$ cat config.mk
export PLATFORM = sky130hd
export DESIGN_NAME = uart_receiver
export DESIGN_NICKNAME = d
export VERILOG_FILES = /design/src/rtl/uart_pkg.sv /design/src/rtl/uart_rx_sync.sv /design/src/rtl/uart_receiver.sv
export SDC_FILE = /design/constraint.sdc
export NUM_CORES = 1
export LEC_CHECK = 0
export ABC_AREA = 1
export CAP_MARGIN = 10
export CORE_MARGIN = 5
export CORE_UTILIZATION = 33
export CTS_CLUSTER_SIZE = 10
export DETAILED_ROUTE_END_ITERATION = 8
export DONT_BUFFER_PORTS = 1
export SYNTH_ARGS = -nofsm -noshare
export SYNTH_HDL_FRONTEND = slang
export SYNTH_SLANG_ARGS = --single-unit
export TNS_END_PERCENT = 1
$ cat constraint.sdc
create_clock -name clk -period 2 [get_ports clk]
set_input_delay 0.2 -clock clk [delete_from_list [all_inputs] [get_ports clk]]
set_output_delay 0.2 -clock clk [all_outputs]
set_load 0.1 [all_outputs]
$ cat src/rtl/uart_pkg.sv
// Shared UART definitions: frame geometry, divisor width and receive/transmit state encoding.
package uart_pkg;

    localparam int unsigned UART_DATA_BITS = 8;
    localparam int unsigned UART_DIV_W     = 24;

    localparam logic [1:0] ST_IDLE  = 2'd0;
    localparam logic [1:0] ST_START = 2'd1;
    localparam logic [1:0] ST_DATA  = 2'd2;
    localparam logic [1:0] ST_STOP  = 2'd3;

    typedef enum logic [1:0] {
        S_IDLE  = ST_IDLE,
        S_START = ST_START,
        S_DATA  = ST_DATA,
        S_STOP  = ST_STOP
    } uart_state_e;

endpackage

$ cat src/rtl/uart_rx_sync.sv
// Two-flop synchronizer for an asynchronous board input; resets to 1 so an idle line reads high.
module uart_rx_sync (
    input  logic clk,
    input  logic rst_n,
    input  logic d,
    output logic q
);

    logic [1:0] sync_q;
    logic [1:0] sync_d;

    always_comb begin
        sync_d = {sync_q[0], d};
    end

    always_ff @(posedge clk or negedge rst_n) begin
        if (!rst_n) begin
            sync_q <= 2'b11;
        end else begin
            sync_q <= sync_d;
        end
    end

    assign q = sync_q[1];

endmodule

$ cat src/rtl/uart_receiver.sv
// UART receive stage: 8N1 frames, MSB first, bit period divisor+1 clocks, valid/ready byte output.
module uart_receiver
    import uart_pkg::*;
#(
    parameter int unsigned DIV_W  = UART_DIV_W,
    parameter int unsigned DATA_W = UART_DATA_BITS
) (
    input  logic              clk,
    input  logic              rst_n,
    input  logic [DIV_W-1:0]  divisor,
    input  logic              rx,
    output logic [DATA_W-1:0] data_out,
    output logic              data_valid,
    input  logic              data_ready,
    output logic              frame_err,
    output logic              overrun,
    output logic              busy
);

    logic              rx_s;
    uart_state_e       state_q, state_d;
    logic [DIV_W-1:0]  div_q, div_d;
    logic [DIV_W-1:0]  cnt_q, cnt_d;
    logic [2:0]        bit_idx_q, bit_idx_d;
    logic [DATA_W-1:0] shift_q, shift_d;
    logic [DATA_W-1:0] data_out_q, data_out_d;
    logic              valid_q, valid_d;
    logic              frame_err_q, frame_err_d;
    logic              overrun_q, overrun_d;
    logic              busy_q, busy_d;
    logic [DIV_W-1:0]  half_c;
    logic              deliver_c;

    uart_rx_sync u_rx_sync (
        .clk   (clk),
        .rst_n (rst_n),
        .d     (rx),
        .q     (rx_s)
    );

    assign half_c = div_q >> 1;

    // Frame FSM, bit timing and output handshake.
    always_comb begin
        state_d     = state_q;
        div_d       = div_q;
        cnt_d       = cnt_q;
        bit_idx_d   = bit_idx_q;
        shift_d     = shift_q;
        data_out_d  = data_out_q;
        valid_d     = valid_q;
        frame_err_d = 1'b0;
        overrun_d   = 1'b0;
        deliver_c   = 1'b0;

        if (valid_q && data_ready) begin
            valid_d = 1'b0;
        end

        case (state_q)
            S_IDLE: begin
                if (!rx_s) begin
                    div_d   = divisor;
                    cnt_d   = '0;
                    state_d = S_START;
                end
            end
            S_START: begin
                if (cnt_q == half_c) begin
                    cnt_d = '0;
                    if (rx_s) begin
                        state_d = S_IDLE;
                    end else begin
                        bit_idx_d = '0;
                        state_d   = S_DATA;
                    end
                end else begin
                    cnt_d = cnt_q + DIV_W'(1);
                end
            end
            S_DATA: begin
                if (cnt_q == div_q) begin
                    shift_d   = {shift_q[DATA_W-2:0], rx_s};
                    cnt_d     = '0;
                    bit_idx_d = bit_idx_q + 3'd1;
                    if (bit_idx_q == 3'(DATA_W - 1)) begin
                        state_d = S_STOP;
                    end
                end else begin
                    cnt_d = cnt_q + DIV_W'(1);
                end
            end
            S_STOP: begin
                if (cnt_q == div_q) begin
                    cnt_d   = '0;
                    state_d = S_IDLE;
                    if (rx_s) begin
                        deliver_c = 1'b1;
                    end else begin
                        frame_err_d = 1'b1;
                    end
                end else begin
                    cnt_d = cnt_q + DIV_W'(1);
                end
            end
            default: begin
                state_d = S_IDLE;
            end
        endcase

        // A completed byte replaces the held one only if that one is being accepted now.
        if (deliver_c) begin
            if (!valid_q || data_ready) begin
                data_out_d = shift_q;
                valid_d    = 1'b1;
            end else begin
                overrun_d = 1'b1;
            end
        end

        busy_d = (state_d != S_IDLE);
    end

    always_ff @(posedge clk or negedge rst_n) begin
        if (!rst_n) begin
            state_q     <= S_IDLE;
            div_q       <= '0;
            cnt_q       <= '0;
            bit_idx_q   <= '0;
            shift_q     <= '0;
            data_out_q  <= '0;
            valid_q     <= 1'b0;
            frame_err_q <= 1'b0;
            overrun_q   <= 1'b0;
            busy_q      <= 1'b0;
        end else begin
            state_q     <= state_d;
            div_q       <= div_d;
            cnt_q       <= cnt_d;
            bit_idx_q   <= bit_idx_d;
            shift_q     <= shift_d;
            data_out_q  <= data_out_d;
            valid_q     <= valid_d;
            frame_err_q <= frame_err_d;
            overrun_q   <= overrun_d;
            busy_q      <= busy_d;
        end
    end

    assign data_out   = data_out_q;
    assign data_valid = valid_q;
    assign frame_err  = frame_err_q;
    assign overrun    = overrun_q;
    assign busy       = busy_q;

endmodule

# Word-level counts from Yosys, hierarchy flattened
# Cells that the tools add are included.
word_totals:
  register_bits: 75
  in_bits: 28
op_classes:
  n_bitwise: 1
  n_addsub: 2
  n_reduce_logical: 11
  n_eq_ne: 10
  n_mux: 26
ops:
  columns: ["op", "n"]
  rows:
  - ["24-bit two-way mux", 3]
  - ["24-bit case mux with 3 select lines", 1]
  - ["24-bit by 1-bit adder with 24-bit output, second input constant", 1]
  - ["24-bit by 23-bit equality test with 1-bit output", 1]
  - ["24-bit equality test", 1]
  - ["2-bit two-way mux", 6]
  - ["1-bit two-way mux", 11]
  - ["3-bit two-way mux", 3]
  - ["2-bit inequality test, second input constant", 4]
  - ["2-bit case mux with 4 select lines", 1]
  - ["3-bit case mux with 2 select lines", 1]
  - ["2-bit AND reduction", 3]
  - ["2-bit equality test, second input constant", 2]
  - ["4-bit AND reduction", 1]
  - ["2-bit nonzero test", 2]
  - ["3-bit by 1-bit adder with 3-bit output, second input constant", 1]
  - ["3-bit equality test, second input constant", 1]
  - ["2-bit by 1-bit equality test with 1-bit output, second input constant", 1]
  - ["2-bit zero test", 1]
  - ["2-bit OR reduction", 1]
  - ["1-bit logical AND", 1]
  - ["1-bit zero test", 1]
  - ["1-bit logical OR", 1]
  - ["1-bit NOT", 1]

# Longest topological paths before layout
# Gate-level depths: netlist of the first run.
logic_depth:
  depth_word: 5
  mapped_depth: 13
  depth_no_buf: 11

# Hierarchy
# A second synthesis of the first run with hierarchy kept.
hier_totals:
  cells_unflattened: 664
  hier_area_um2: 4604.4
modules_own_cells:
  columns: ["module", "seq_area_each_um2", "n_inst", "cells_each", "area_per_inst_um2"]
  rows:
  - ["uart_receiver", 1826.8, 1, 662, 4551.9]
  - ["uart_rx_sync", 52.6, 1, 2, 52.6]

# Worst setup path after synthesis of the first run
# OpenSTA, ideal clock, no wires.
synth_path:
  path_type: "flip-flop to flip-flop"
  startpoint: "register cnt_q[0]"
  endpoint: "register cnt_q[20]"
  path_stages_with_launch: 9
  required_ns: 1.872
  n_path_buf: 0
  arrival_time_ns: 1.541
  slack_ns: 0.330
  cell_sequence: "dfrtp_1 ha_1 nand3_1 nor2_1 nand4_1 nor2_1 nand2_1 nor3b_1 o21ai_0"
synth_via:
  elab_chain_cells: 3
synth_lines:
  columns: ["item", "line", "text"]
  rows:
  - ["start: declaration", "uart_receiver.sv:23", "logic [DIV_W-1:0] cnt_q, cnt_d;"]
  - ["start signal: assignment", "uart_receiver.sv:139", "cnt_q <= cnt_d;"]
  - ["24-bit by 1-bit adder with 24-bit output, or another cell as far along", "uart_receiver.sv:78, uart_receiver.sv:90, uart_receiver.sv:103", null]
  - ["24-bit two-way mux, on equally long branches", "uart_receiver.sv:82, uart_receiver.sv:94, uart_receiver.sv:69", null]
  - ["24-bit case mux with 3 select lines (*)", "uart_receiver.sv:60", "case (state_q)"]
# Mark *: on every way between the ends. The rest lies on a longest branch, timed or not.
# A chain may end at the register's enable or synchronous reset.

# Worst setup path in the final report of the first run
layout_path:
  startpoint: "register cnt_q[15]"
  endpoint: "register cnt_q[4]"
layout_via:
  elab_chain_cells: 3
layout_lines:
  columns: ["item", "line"]
  rows:
  - ["24-bit equality test / 24-bit by 23-bit equality test with 1-bit output (equally long branches)", "uart_receiver.sv:82, uart_receiver.sv:94, uart_receiver.sv:69"]
  - ["24-bit two-way mux, on equally long branches", "uart_receiver.sv:82, uart_receiver.sv:94, uart_receiver.sv:69"]
  - ["24-bit case mux with 3 select lines (*)", "uart_receiver.sv:60"]
# Marked as above.

==> results by group, run 1 <==
Outcome
  • Status: finished clean

Power
  • Switching Share: 0.2857
  • PwrDens: 706.5 nW/um2
  • Worst supply voltage drop on vdd: 298.0 uV
  • Net switching power figure: 1.030 mW
  • Int Power: 2.575 mW
  • Power share of the sequential group: 0.463
  • Leakage component of the power: 2.500 nW
  • Total power consumption of the routed design: 3.605 mW
  • Proportion of power drawn by combinational gates: 0.102
  • Proportion of power drawn by the clock network: 0.435

Timing
  • RSZ-0062 raised after global routing: true
  • Final number of hold-violating endpoints: 0
  • Post-route worst setup slack: 132.8 ps
  • Min Clock Period, post-route: 1867 ps
  • Max Fclk: 535.6 MHz
  • Worst slew slack as a fraction of its limit: 0.6404
  • Crit share post-route: 0.9336
  • Max-slew violation count: 0
  • Worst clock skew: 6.301 ps
  • Worst Max-Slew Pin Slew: 535.3 ps
  • Setup-violating endpoint count in the final report: 0

Setup path
  • Type of destination of the critical path: flip-flop
  • Worst R2R Path Depth: 11
  • RR Startpoint: cnt_q[15]
  • Data required, critical path: 2180 ps
  • Crit path largest cell delay: 460 ps
  • Startpoint kind of the worst setup timing path: flip-flop
  • Slowest library cell on the worst path: sky130_fd_sc_hd__dfrtp_2
  • Critical path's most frequent cell: sky130_fd_sc_hd__nand2_1
  • Worst Path Class, Setup: reg -> reg
  • Endpoint of the most critical register-to-register path: cnt_q[4]
  • Reg-to-reg slack, setup: 130 ps
  • Largest driver fanout on the critical path: 8
  • CP arrival: 2050 ps
  • List of cells traversed by the critical path: inv_2, nand2_1, nand2_1, nor2_1, nand2_1, nor2_4, nand3_4, nand2_4, nand2_4, nand3_1, o21ai_0

Detailed routing
  • Number of detailed-route iterations in the first pass: 5
  • Initial drt markers: 299
  • Routed length per placed instance: 13.10 um
  • Via count of the routed design: 3927
  • DR vias/cell: 4.754
  • DRC violation count after routing: 0
  • Routed wire length: 10.82 mm
  • Post-detailed-route count of antenna-violating nets: 0

Logic synthesis
  • Multiplexer share of the synthesized area: 0.002547
  • Number of enable flip-flop cells after synthesis: 0
  • Syn Nets: 653
  • Dominant combinational cell family by area after synthesis: simple AND/OR/NAND/NOR gates
  • Area of the mapped netlist: 4420 um2
  • Synth async-reset ratio: 1.000
  • Most frequent cell after synthesis: sky130_fd_sc_hd__nand2_1
  • Number of warnings reported in the yosys synthesis log: 0
  • Gate count of the mapped netlist: 622
  • Post-synth top cells: 234 x sky130_fd_sc_hd__nand2_1, 81 x sky130_fd_sc_hd__nor2_1, 73 x sky130_fd_sc_hd__dfrtp_1
  • Xor and xnor fraction of the mapped netlist area: 0.03368
  • Dominant register cell in the synthesized netlist: sky130_fd_sc_hd__dfrtp_1
  • Synth area leader: sky130_fd_sc_hd__dfrtp_1
  • Flop and latch count out of synthesis: 75
  • Portion of synthesized cell area occupied by the leading cell type: 0.4132
  • Area contributors post-synth: sky130_fd_sc_hd__dfrtp_1 41%, sky130_fd_sc_hd__nand2_1 20%, sky130_fd_sc_hd__nor2_1 6.9%
  • Average footprint of a synthesized cell: 7.107 um2
  • Simple-gate portion of the synthesized area: 0.3663
  • Sequential-to-total area share from yosys stat: 0.4251
  • Share of the synthesized area in compound gates (AO/OA/AOI/OAI): 0.08095
  • Synth unique cells: 34
  • Post-synthesis adder-cell area fraction: 0.008491

GRT
  • Wire length of the first global-routing pass: 18.38 mm
  • Number of global-route vias before repair: 3783
  • Antenna violations before repair: 0
  • GRT overflow: 0
  • Pin count of the biggest net entering global routing: 76
  • Global-route usage over all layers: 0.1418

Hold path
  • Launch point of the worst hold path: divisor[7]
  • Min-delay worst type: in -> reg
  • Hold depth: 1
  • Hold Path Sink: div_q[7]

Place
  • Cell Area, Placed: 4736 um2
  • Detailed placement HPWL: 8.059 mm
  • Count of buffers inserted at the top-level ports: 0
  • Pre-CTS WS: 80.30 ps
  • Routability congestion estimate: 0.9583

Floorplanning
  • Row cnt: 42
  • CORE AREA: 13190 um2
  • I/O pin cnt: 40
  • Horizontal die dimension: 125.7 um
  • Overall die area: 15810 um2
  • Die Y: 125.7 um
  • Effective utilization at floorplan: 0.3351

Clock network
  • CTS tree: yes
  • Maximum buffer depth of the clock tree: 2
  • Number of buffers created by CTS: 9
  • CTS HTree Levels: 3
  • Clk pin slew, worst setup/hold paths: 60 ps
  • Clock tree sinks: 75
  • Master cell of the clock root buffer: sky130_fd_sc_hd__clkbuf_16
  • Insertion delay to the later sink of the worst-skew pair: 340 ps

Cells and area
  • Ratio of cells with drive above 1 in the final layout: 0.1600
  • Post-route design area: 5102 um2
  • Area growth, synth to finish: 15.43%
  • Final net count: 676
  • Antenna Diode Count: 0

Job
  • Max-Cap Viols: 0
-- worst max path at each step --
stage | start | to | slack, ps
2_1_floorplan | cnt_q[0] | cnt_q[20] | 330
5_1_grt | cnt_q[15] | data_out[2] | -20
3_3_place_gp | cnt_q[0] | cnt_q[20] | 130
3_5_place_dp | cnt_q[15] | cnt_q[6] | 80
6_report | cnt_q[15] | cnt_q[4] | 130
4_1_cts | cnt_q[15] | cnt_q[6] | 40
-- layout by cell type (no fill, tap or decap), drive strengths merged --
cell type	Yosys	routed
a21oi	28	28
buf	15	29
clkbuf	4	9
clkinv	1	3
clkinvlp	0	1
dfrtp	73	73
dfstp	2	2
dlygate4sd3	0	2
ha	3	3
inv	66	70
mux2	1	1
nand2	237	237
nand3	19	19
nand3b	3	3
nand4	17	17
nor2	87	87
nor3	13	13
nor3b	1	1
o211ai	2	2
o21ai	33	33
xnor2	1	1
xor2	16	16
-- sequential cells by signal, indices dropped and copies added (netlist names) --
signal / count
data_out: 8
overrun: 1
div_q: 24
frame_err: 1
state_q: 2
cnt_q: 24
shift_q: 8
data_valid: 1
u_rx_sync.sync_q: 2
bit_idx_q: 3
busy: 1
-- power groups by stage --
stage | clock, mW | combinational (mW) | sequential [mW]
2_1_floorplan | 0 | 0.288 | 1.65
3_3_place_gp | 0 | 0.318 | 1.69
3_5_place_dp | 0 | 0.326 | 1.70
4_1_cts | 1.60 | 0.370 | 1.67
5_1_grt | 1.68 | 0.427 | 1.68
6_report | 1.57 | 0.367 | 1.67
-- layout make-up --
cell class              count  area, um2
well taps                 176      220.2
inverters                  67      264.0
repair buffers             31      257.7
fillers                  1349       8088
flip-flops and latches     75       1889
clock buffers               9      225.2
clock inverters             7      58.81
multi-input cells         461       2187
-- worst max-delay path, delay by kind of cell, from the launching register on --
family,cells,cell delay (ps)
and+or+nand+nor,9,1010
DFF,1,460
AOI/OAI and AO/OA,1,150
buffers and inverters,1,70
-- through the flow --
step	TNS, ps	utilization	hold WS, ps	instances
6_report	0	0.3868	9.746	826
5_1_grt	-29.85	0.3868	7.071	826
4_1_cts	0	0.3842	1.969	825
3_5_place_dp	0	0.3590	-92.59	806
3_3_place_gp	0	0.3590	-91.66	806
2_1_floorplan	0	-	-95.59	622
-- what timing repair did --
item,4_1_cts,5_1_grt
endpoints found under the setup margin,0,27
hold endpoints to repair,76,0
setup buffers,0,1
resized for setup,0,14
hold buffers,3,0
-- metal layers --
| metal | wire length, um | track usage | part of all wire |
|---|---|---|---|
| met1 | 5351 | 0.1943 | 0.49 |
| met5 | 0 | 0 | 0 |
| met4 | 192 | 0.05804 | 0.018 |
| met2 | 4848 | 0.2209 | 0.45 |
| met3 | 430 | 0.02752 | 0.040 |
-- kinds of logic after synthesis --
logic type      Yosys count
simple gates            377
compound gates           63
flops                    75
fa+ha+maj                 3
mux                       1
xor+xnor                 17
buf+inv                  86
Note: power is estimated with default switching activity, not from simulation.
==> run 2: changes to the inputs <==
--- a/config.mk
+++ b/config.mk
@@ -8,10 +8,11 @@
 export ABC_AREA = 1
 export CAP_MARGIN = 10
 export CORE_MARGIN = 5
-export CORE_UTILIZATION = 33
+export CORE_UTILIZATION = 55
 export CTS_CLUSTER_SIZE = 10
 export DETAILED_ROUTE_END_ITERATION = 8
 export DONT_BUFFER_PORTS = 1
+export PLACE_DENSITY = 0.7
 export SYNTH_ARGS = -nofsm -noshare
 export SYNTH_HDL_FRONTEND = slang
 export SYNTH_SLANG_ARGS = --single-unit
==> results by group, run 2 (synthesized netlist as in run 1, its figures left out) <==
Setup path
  • List of cells traversed by the critical path: inv_2, nand2_1, nand2_1, nor2_1, nand2_1, nor2_1, nand3_1, nand2_1, nand2_4, clkinv_4, o21ai_0
  • Largest driver fanout on the critical path: 15
  • Worst Path Class, Setup: reg -> reg
  • Type of destination of the critical path: flip-flop
  • Reg-to-reg slack, setup: 160 ps
  • Startpoint kind of the worst setup timing path: flip-flop
  • Critical path's most frequent cell: sky130_fd_sc_hd__nand2_1
  • Worst path top cell family by delay: simple AND/OR/NAND/NOR gates
  • Slowest library cell on the worst path: sky130_fd_sc_hd__dfrtp_1
  • CP arrival: 2080 ps
  • Worst path buffer plus inverter count: 2
  • Crit path largest cell delay: 480 ps
  • Data required, critical path: 2240 ps

GRT
  • Wire length of the first global-routing pass: 17.56 mm
  • Antenna violations before repair: 0
  • Pin count of the biggest net entering global routing: 76
  • Global-route usage over all layers: 0.2201
  • GRT overflow: 0
  • Number of global-route vias before repair: 3659

Power
  • Worst supply voltage drop on vdd: 502.2 uV
  • PwrDens: 683.4 nW/um2
  • Leakage component of the power: 2.544 nW
  • Total power consumption of the routed design: 3.538 mW

Detailed routing
  • Via count of the routed design: 3934
  • DR vias/cell: 5.109
  • Initial drt markers: 211
  • Routed length per placed instance: 13.36 um
  • Post-detailed-route count of antenna-violating nets: 0
  • DRC violation count after routing: 0
  • Number of detailed-route iterations in the first pass: 5
  • Routed wire length: 10.29 mm

Cells and area
  • Antenna Diode Count: 0
  • Post-layout utilization of the core: 0.6666
  • Area growth, synth to finish: 17.12%
  • Most common cell after layout, fill and taps aside: sky130_fd_sc_hd__nand2_1
  • Commonest cells after routing, fill and taps aside: 233 x sky130_fd_sc_hd__nand2_1, 78 x sky130_fd_sc_hd__nor2_1, 59 x sky130_fd_sc_hd__dfrtp_1
  • Final net count: 694
  • Ratio of cells with drive above 1 in the final layout: 0.1617
  • Largest registers ranked by flip-flop count: cnt_q (24), div_q (24)
  • Final standard cell count with taps included and fillers excluded: 770

Clock network
  • Master cell of the clock root buffer: sky130_fd_sc_hd__clkbuf_8
  • Post-CTS setup repair buffer count: 0
  • CTS HTree Levels: 3
  • Clk pin slew, worst setup/hold paths: 80 ps
  • CTS tree: yes
  • Insertion delay to the later sink of the worst-skew pair: 360 ps
  • Maximum buffer depth of the clock tree: 2
  • Clock tree sinks: 75
  • Number of buffers created by CTS: 9

Timing
  • Worst Max-Slew Pin Slew: 500.3 ps
  • Max Fclk: 542.1 MHz
  • Final number of hold-violating endpoints: 0
  • Min Clock Period, post-route: 1845 ps
  • Hold_ws: 2.931 ps
  • Worst clock skew: 12.27 ps
  • Crit share post-route: 0.9223
  • Setup tns final: 0 ps
  • Max-slew violation count: 0
  • Worst slew slack as a fraction of its limit: 0.6639
  • RSZ-0062 raised after global routing: true
  • Setup-violating endpoint count in the final report: 0

Place
  • Detailed placement HPWL: 7.394 mm
  • Routability congestion estimate: 0.9097
  • Placed cell count: 730
  • Count of buffers inserted at the top-level ports: 0

Outcome
  • Status: finished clean

Hold path
  • Min-delay worst type: in -> reg

Floorplanning
  • Effective utilization at floorplan: 0.5691
  • Die Y: 99.65 um
  • I/O pin cnt: 40
  • CORE AREA: 7767 um2
  • Horizontal die dimension: 99.65 um
  • Overall die area: 9930 um2
  • Row cnt: 32

Job
  • Max-Cap Viols: 0
==> run 2: path summary, 6_finish.rpt <==
path / from / to / depth (start not counted)
max: cnt_q[11] / cnt_q[2] / 11
min: divisor[20] / div_q[20] / 2
max reg2reg: cnt_q[11] / cnt_q[2] / 11
min reg2reg: u_rx_sync.sync_q[0] / u_rx_sync.sync_q[1] / 0
max in group asynchronous: rst_n / u_rx_sync.sync_q[0] / 2
min in group asynchronous: rst_n / div_q[18] / 2
==> run 2: cell type report <==
class	instances	area [um2]
Clock buffer	9	123.9
Clock inverter	7	125.1
Fill cell	668	2590
Inverter	67	256.5
Multi-Input combinational cell	461	2202
Sequential cell	75	1897
Tap cell	102	127.6
Timing Repair Buffer	49	445.4
==> run 2: what timing repair did <==
action | in CTS | in global routing
setup endpoints to repair | 2 | 20
pin swaps | 0 | 0
gates resized for setup | 2 | 18
hold buffers | 18 | 6
endpoints found under the hold margin | 91 | 6
==> run 2: power by group <==
part	total, mW	internal (mW)	switching, mW	leakage [nW]
Clock	1.47	0.840	0.631	0.124
Sequential	1.67	1.58	0.0919	0.943
Combinational	0.393	0.158	0.234	1.48
Total	3.54	2.58	0.957	2.54
==> run 2: per-layer routing <==
| metal | part of all wire | vias up | GRT usage |
|---|---|---|---|
| li1 | - | 2024 | - |
| met4 | 0.0096 | 0 | 0.05252 |
| met5 | 0 | - | 0 |
| met2 | 0.46 | 100 | 0.3394 |
| met1 | 0.48 | 1799 | 0.3185 |
| met3 | 0.051 | 11 | 0.04558 |
==> run 2: stage by stage <==
stage               area [um2]  setup slack, ps
floorplan                 4420            330.2
global placement          4628            11.67
detailed placement        4628            20.23
CTS                       5087            50.09
global route              5177           -2.537
finish                    5177            155.4
==> run 3: changes to the inputs <==
--- a/config.mk
+++ b/config.mk
@@ -7,6 +7,7 @@
 export LEC_CHECK = 0
 export ABC_AREA = 1
 export CAP_MARGIN = 10
+export CORE_ASPECT_RATIO = 1.25
 export CORE_MARGIN = 5
 export CORE_UTILIZATION = 55
 export CTS_CLUSTER_SIZE = 10
==> results by group, run 3 (synthesized netlist as in run 1, its figures left out) <==
Timing
  • Crit share post-route: 0.9305
  • Setup-violating endpoint count in the final report: 0
  • Final number of hold-violating endpoints: 0
  • Setup tns final: 0 ps
  • Min Clock Period, post-route: 1861 ps
  • Worst clock skew: 7.586 ps
  • Worst Max-Slew Pin Slew: 472.6 ps
  • Max-slew violation count: 0
  • Worst slew slack as a fraction of its limit: 0.6837
  • Max Fclk: 537.3 MHz
  • RSZ-0062 raised after global routing: true

Cells and area
  • Multi-input combinational cell area: 2195 um2
  • Area of all sequential standard cells: 1886 um2
  • Ratio of cells with drive above 1 in the final layout: 0.1476
  • Post-route design area: 5111 um2
  • Post-layout utilization of the core: 0.6521
  • Final standard cell count with taps included and fillers excluded: 759
  • Largest registers ranked by flip-flop count: cnt_q (24), div_q (24)
  • Final net count: 690
  • Antenna Diode Count: 0
  • Area growth, synth to finish: 15.62%
  • Commonest cells after routing, fill and taps aside: 233 x sky130_fd_sc_hd__nand2_1, 79 x sky130_fd_sc_hd__nor2_1, 68 x sky130_fd_sc_hd__dfrtp_1
  • Most common cell after layout, fill and taps aside: sky130_fd_sc_hd__nand2_1
  • Fillcell total: 718

GRT
  • Global-route usage over all layers: 0.2293
  • Antenna violations before repair: 0
  • Pin count of the biggest net entering global routing: 76
  • Wire length of the first global-routing pass: 18.46 mm
  • GRT overflow: 0
  • Number of global-route vias before repair: 3926

Clock network
  • Master cell of the clock root buffer: sky130_fd_sc_hd__clkbuf_8
  • CTS tree: yes
  • Number of buffers created by CTS: 9
  • CTS HTree Levels: 3
  • Maximum buffer depth of the clock tree: 2
  • Insertion delay to the later sink of the worst-skew pair: 360 ps
  • Clk pin slew, worst setup/hold paths: 80 ps
  • Post-CTS setup repair buffer count: 0
  • Clock tree sinks: 75

Detailed routing
  • Initial drt markers: 233
  • Metal-1 WL: 4.487 mm
  • DR vias/cell: 5.144
  • Post-detailed-route count of antenna-violating nets: 0
  • Topmost layer with routed signal wires: met4
  • Routed wire length: 10.57 mm
  • Routed wl met3: 424 um
  • Routed length per placed instance: 13.92 um
  • Detailed route wirelength on metal2: 5.384 mm
  • Via count of the routed design: 3904
  • DRC violation count after routing: 0
  • Number of detailed-route iterations in the first pass: 4

Floorplanning
  • I/O pin cnt: 40
  • Effective utilization at floorplan: 0.5640
  • Row cnt: 36
  • Die Y: 110.2 um
  • Horizontal die dimension: 90.19 um
  • CORE AREA: 7838 um2
  • Overall die area: 9942 um2

Power
  • Leakage component of the power: 2.548 nW
  • PwrDens: 680.6 nW/um2
  • Worst supply voltage drop on vdd: 475.3 uV
  • Total power consumption of the routed design: 3.478 mW

Setup path
  • Endpoint of the most critical register-to-register path: cnt_q[20]
  • CP endpoint: cnt_q[20]
  • Slowest library cell on the worst path: sky130_fd_sc_hd__dfrtp_2
  • Type of destination of the critical path: flip-flop
  • Largest driver fanout on the critical path: 5
  • Worst path buffer plus inverter count: 0
  • CP arrival: 2100 ps
  • Critical path's most frequent cell: sky130_fd_sc_hd__nor2_2
  • Setup crit start: cnt_q[0]
  • Data required, critical path: 2240 ps
  • RR Startpoint: cnt_q[0]
  • Reg-to-reg slack, setup: 140 ps
  • Crit path largest cell delay: 440 ps
  • Startpoint kind of the worst setup timing path: flip-flop
  • Worst Path Class, Setup: reg -> reg
  • List of cells traversed by the critical path: ha_4, nand3_1, nor2_2, nand4_1, nor2_2, nand2_1, nor3b_1, o21ai_0
  • Stages on the worst setup path: 8
  • Worst R2R Path Depth: 8
  • Worst path top cell family by delay: simple AND/OR/NAND/NOR gates

Outcome
  • Status: finished clean

Place
  • Detailed placement HPWL: 7.651 mm
  • Routability congestion estimate: 0.9486
  • Placed cell count: 724
  • Cell Area, Placed: 4639 um2
  • Count of buffers inserted at the top-level ports: 0

Job
  • Max-Cap Viols: 0

Hold path
  • Min-delay worst type: in -> reg
## run 3: report_power, final
group	switching, mW	internal [mW]
combinational	0.227	0.145
clock	0.600	0.826
sequential	0.0978	1.58
## run 3: timing repair
action / 4_1_cts / 5_1_grt
gates resized for setup: 2 / 7
endpoints found under the hold margin: 92 / 0
cloned: 0 / 0
setup endpoints to repair: 2 / 18
hold buffers: 19 / 0
## run 3: stage by stage
| stage | worst slack [ps] | hold WS (ps) |
|---|---|---|
| 2_1_floorplan | 330.2 | -95.59 |
| 3_3_place_gp | -100.9 | -93.70 |
| 3_5_place_dp | -83.69 | -93.60 |
| 4_1_cts | 6.596 | 0.08682 |
| 5_1_grt | -9.844 | 0.3347 |
| 6_report | 139.0 | 1.863 |
## run 3: worst min-delay path by stage
| stage | slack, ps | start | cells past startpoint | to |
|---|---|---|---|---|
| 6_report | 2 | divisor[13] | 2 | div_q[13] |
| 5_1_grt | 0.3 | divisor[2] | 2 | div_q[2] |
| 4_1_cts | 0.09 | divisor[13] | 2 | div_q[13] |
| 3_5_place_dp | -90 | rst_n | 0 | data_out[2] |
| 3_3_place_gp | -90 | rst_n | 0 | data_out[2] |
| 2_1_floorplan | -100 | rst_n | 0 | bit_idx_q[0] |
## run 3: per-layer routing
| layer | vias to the layer above | GRT usage |
|---|---|---|
| li1 | 2016 | - |
| met1 | 1781 | 0.2810 |
| met2 | 86 | 0.4027 |
| met3 | 21 | 0.03462 |
| met4 | 0 | 0.1032 |
| met5 | - | 0 |
## run 3: layout make-up
cell class	instances	share of cell area
Clock buffer	9	0.02424
Inverter	67	0.05018
Sequential cell	75	0.3689
Clock inverter	7	0.02277
Tap cell	95	0.02326
Timing Repair Buffer	45	0.08127
Multi-Input combinational cell	461	0.4294
